`config.mk`:
```
export PLATFORM = sky130hd
export DESIGN_NAME = cook_ctrl
export DESIGN_NICKNAME = d
export VERILOG_FILES = /design/src/rtl/cook_ctrl.sv
export SDC_FILE = /design/constraint.sdc
export NUM_CORES = 1
export LEC_CHECK = 0
export CAP_MARGIN = 20
export CORE_MARGIN = 4
export CORE_UTILIZATION = 47
export CTS_CLUSTER_SIZE = 12
export DETAILED_ROUTE_END_ITERATION = 16
export MAX_ROUTING_LAYER = met4
export PLACE_DENSITY = 0.79
export SLEW_MARGIN = 15
export SYNTH_ARGS = -nofsm -noshare
export SYNTH_HDL_FRONTEND = slang
export SYNTH_SLANG_ARGS = --single-unit
export TNS_END_PERCENT = 20
```
`constraint.sdc`:
```
create_clock -name clk -period 2.12 [get_ports clk]
set_input_delay 0.636 -clock clk [delete_from_list [all_inputs] [get_ports clk]]
set_output_delay 0.636 -clock clk [all_outputs]
set_load 0.01 [all_outputs]
```
`src/rtl/cook_ctrl.sv`:
```
// Microwave cook controller: keypad time entry, load/countdown of external BCD
// digit counters, pause/resume on door or stop, and a cook-complete indicator.
module cook_ctrl (
  input  logic        clk,
  input  logic        clrn,
  input  logic        key_valid,
  input  logic [3:0]  key_digit,
  input  logic        start,
  input  logic        stop_clr,
  input  logic        door_open,
  input  logic        tick,
  input  logic [3:0]  zero,
  output logic [15:0] data,
  output logic        loadn,
  output logic [3:0]  en,
  output logic        mag_on,
  output logic        done
);

  typedef enum logic [2:0] {
    S_IDLE  = 3'd0,
    S_LOAD  = 3'd1,
    S_COOK  = 3'd2,
    S_PAUSE = 3'd3,
    S_CLEAR = 3'd4,
    S_DONE  = 3'd5
  } state_t;

  state_t      state_q, state_d;
  logic [15:0] data_q, data_d;
  logic        loadn_q, loadn_d;
  logic [3:0]  en_q, en_d;
  logic        mag_on_q, mag_on_d;
  logic        done_q, done_d;

  // Cascade enables: a digit steps only when every lower digit is about to wrap.
  function automatic logic [3:0] tick_en(input logic [3:0] z);
    return {&z[2:0], &z[1:0], z[0], 1'b1};
  endfunction

  // An empty entry is accepted (becomes quick start); seconds tens above 5 is not a valid time.
  function automatic logic start_ok(input logic [15:0] d);
    return (d == 16'h0000) || (d[7:4] <= 4'd5);
  endfunction

  // State and registered outputs.
  always_ff @(posedge clk or negedge clrn) begin
    if (!clrn) begin
      state_q  <= S_IDLE;
      data_q   <= 16'h0000;
      loadn_q  <= 1'b1;
      en_q     <= 4'b0000;
      mag_on_q <= 1'b0;
      done_q   <= 1'b0;
    end else begin
      state_q  <= state_d;
      data_q   <= data_d;
      loadn_q  <= loadn_d;
      en_q     <= en_d;
      mag_on_q <= mag_on_d;
      done_q   <= done_d;
    end
  end

  // Next state plus the output values that belong to that next state.
  always_comb begin
    state_d  = state_q;
    data_d   = data_q;
    loadn_d  = 1'b1;
    en_d     = 4'b0000;
    mag_on_d = 1'b0;
    done_d   = 1'b0;
    case (state_q)
      S_IDLE: begin
        if (stop_clr) begin
          data_d = 16'h0000;
        end else if (start) begin
          if (!door_open && start_ok(data_q)) begin
            state_d = S_LOAD;
            loadn_d = 1'b0;
            en_d    = 4'b1111;
            data_d  = (data_q == 16'h0000) ? 16'h0030 : data_q;
          end else begin
            state_d = S_IDLE;
          end
        end else if (key_valid && (key_digit <= 4'd9)) begin
          data_d = {data_q[11:0], key_digit};
        end else begin
          data_d = data_q;
        end
      end
      S_LOAD: begin
        state_d  = S_COOK;
        mag_on_d = 1'b1;
      end
      S_COOK: begin
        // Door/stop win over expiry and discard any coincident tick.
        if (door_open || stop_clr) begin
          state_d = S_PAUSE;
        end else if (&zero) begin
          state_d = S_DONE;
          done_d  = 1'b1;
        end else begin
          mag_on_d = 1'b1;
          if (tick) begin
            en_d = tick_en(zero);
          end else begin
            en_d = 4'b0000;
          end
        end
      end
      S_PAUSE: begin
        if (stop_clr) begin
          state_d = S_CLEAR;
          data_d  = 16'h0000;
          loadn_d = 1'b0;
          en_d    = 4'b1111;
        end else if (start && !door_open) begin
          state_d  = S_COOK;
          mag_on_d = 1'b1;
        end else begin
          state_d = S_PAUSE;
        end
      end
      S_CLEAR: begin
        state_d = S_IDLE;
      end
      S_DONE: begin
        if (door_open || stop_clr || start) begin
          state_d = S_IDLE;
          data_d  = 16'h0000;
        end else begin
          done_d = 1'b1;
        end
      end
      default: begin
        state_d = S_IDLE;
        data_d  = 16'h0000;
      end
    endcase
  end

  assign data   = data_q;
  assign loadn  = loadn_q;
  assign en     = en_q;
  assign mag_on = mag_on_q;
  assign done   = done_q;

endmodule

```
==> key figures <==
Logic synthesis
  • Total of warnings raised by yosys: 0
  • Mapped Nets: 145
  • Mapped Cells: 130
  • EDFF count, synth: 0
  • Synth top area cells: dfrtp_1 47%, a221o_1 10%, and3_1 6.5%
  • Mean Syn Cell Area: 10.3 um^2
  • Largest area contributor in the netlist: dfrtp_1
  • Most frequent cells after synthesis: 25 x dfrtp_1, 14 x a221o_1, 14 x and3_1
  • Seq/Total Area, Yosys: 0.485
  • Synth unique cells: 33
  • Async S/R FF share, synth: 1.00
  • Most common cell in the netlist: dfrtp_1
  • Dominant synthesized flop cell: dfrtp_1
  • Seq cells post-synth: 26
  • Post-synthesis cell area: 1350 um^2
  • Yosys top cell area share: 0.465

Timing
  • Setup Skew: 0.00506 ns
  • Relative slew slack: 0.686
  • Final min period: 2.05 ns
  • TNS Setup: 0 ns
  • Period utilisation layout: 0.966
  • Worst-Margin Slew: 0.469 ns
  • Fmax: 488 MHz
  • Final setup viols: 0
  • Setup repair after global routing missed its margin: false
  • Pins Over Slew Limit: 0
  • Final hold violations: 0

Setup path
  • Crit path DAT: 2.31 ns
  • Required time worst endpoint: 2.39 ns
  • Crit start category: input port
  • R2r setup slk: 0.35 ns
  • Critical path class: input port to flip-flop
  • Worst setup EP type: flip-flop
  • CP max FO: 16

Final layout
  • Post-layout net count: 195
  • Layout cell share with drive strength beyond 1: 0.151
  • Antenna Cells: 0
  • Layout overhead on the synthesized area: 38.6%
  • Final Cell Area: 1860 um^2

Clocking
  • Clock root cell: clkbuf_4
  • Setup Buffers After CTS: 0
  • Clk buf depth: 2
  • Worst-Skew Late Latency: 0.32 ns
  • H-tree levels: 1
  • Num CTS Buffers: 3
  • CTS tree: yes
  • PostCTS Resize Cnt: 0
  • # hold bufs at CTS: 0
  • Clock Pin Slew Worst Setup and Hold Paths: 0.15 ns
  • Clock sinks: 26

Drt
  • Post-Route WL: 3.57 mm
  • Drt drc: 0
  • Initial DRC count: 87
  • Drt via density: 6.16
  • Final antenna-violating net count: 0
  • Via Count: 1293
  • Drt first pass iters: 4
  • Detail-routed net length per standard cell: 17.0 um

Global route
  • Wire length of the first global-routing pass: 5.69 mm
  • GRT Resource Usage Total: 0.203
  • Grt ovf: 0
  • Number of global-route vias before repair: 1245
  • Initial antenna violation count: 0
  • Largest net degree at the start of global routing: 19

Die
  • Row count: 19
  • Top Ports: 38
  • Die width: 61.5 um
  • Chip Height: 61.5 um
  • Initial Util: 0.492
  • Core area: 2730 um^2
  • Die ar.: 3780 um^2

Placement
  • Routability cong.: 0.825
  • HPWL Detailed: 2.65 mm
  • PortBufs: 37
  • Placed inst area: 1830 um^2

Power and ir drop
  • Maximum VDD drop: 0.767 mV
  • Cell Int Power: 1.09 mW
  • Clock share of power: 0.146
  • Logic gate share of total power: 0.443
  • Power per cell area: 935 nW/um^2
  • Pleak: 0.873 nW
  • Switching share of power: 0.373
  • Reg power frac: 0.412
  • Net Switching: 0.649 mW

Hold path
  • Hold Crit Class: flip-flop to flip-flop

Run status
  • Status: finished clean

Flow run
  • Max Cap Viol: 0
## metrics by stage
step           total power [mW]  hold WS, ns  setup WS, ns  instances  utilization
2_1_floorplan              1.18        0.340        0.0725        130            -
3_3_place_gp               1.46        0.545        -0.230        206        0.669
3_5_place_dp               1.49        0.557        -0.260        206        0.669
4_1_cts                    1.74        0.589        0.0748        210        0.682
5_1_grt                    1.86        0.620        0.0293        210        0.682
6_report                   1.74        0.595        0.0726        210        0.682
## worst max-delay path: stages
cell and delay, ns:
clkdlybuf4s50_1 0.42, or4_4 0.57, a211oi_4 0.27, a21o_4 0.23, a221o_1 0.18
## sequential cells by signal (all words and copies together), names as in the netlist
name	flops
state_q	3
data	16
loadn	1
done	1
mag_on	1
en	4
## area by class of cell
class,instances,area [um^2]
Tap cell,31,38.8
Timing Repair Buffer,54,498
Inverter,4,15.0
Fill cell,218,870
Clock buffer,4,36.3
Sequential cell,26,652
Multi-Input combinational cell,91,624
## power by group through the flow
stage                     sequential [mW]  clock (mW)  combinational [mW]
after floorplan                     0.713           0               0.464
after global placement              0.716           0               0.744
after detailed placement            0.724           0               0.768
after CTS                           0.715       0.254               0.773
after global routing                0.738       0.273               0.845
final                               0.718       0.254               0.771
## per-layer routing
metal / GRT usage / wire [um]
met1: 0.274 / 1490
met2: 0.329 / 1800
met3: 0.0294 / 260
met4: 0.0364 / 23
met5: - / 0
## cell families after synthesis
kind of cell,synth area share
buffers and inverters,0.0512
and+or+nand+nor,0.230
DFF,0.485
AOI/OAI and AO/OA,0.234
## cell usage in the layout (no fill, tap or decap), drive strengths merged, types with 3 or more instances in the layout
cell | synthesis | final
nand3 | 3 | 3
nand2 | 7 | 7
nor2b | 4 | 4
a221o | 14 | 14
clkbuf | 3 | 4
inv | 4 | 4
a211oi | 3 | 3
and3 | 14 | 14
buf | 6 | 17
nor2 | 8 | 8
o21ai | 4 | 4
nor4 | 5 | 5
nor3 | 7 | 7
clkdlybuf4s50 | 0 | 37
dfrtp | 25 | 25
a21oi | 4 | 4
## worst paths after layout
check	from	to	cells after the start
hold reg to reg	data[14]	data[14]	1
setup / recovery	stop_clr	data[12]	5
max in group asynchronous	clrn	data[9]	2
setup reg to reg	state_q[1]	data[12]	4
hold / removal	data[14]	data[14]	1
min in group asynchronous	clrn	data[2]	1
(Power assumes the default switching activity.)
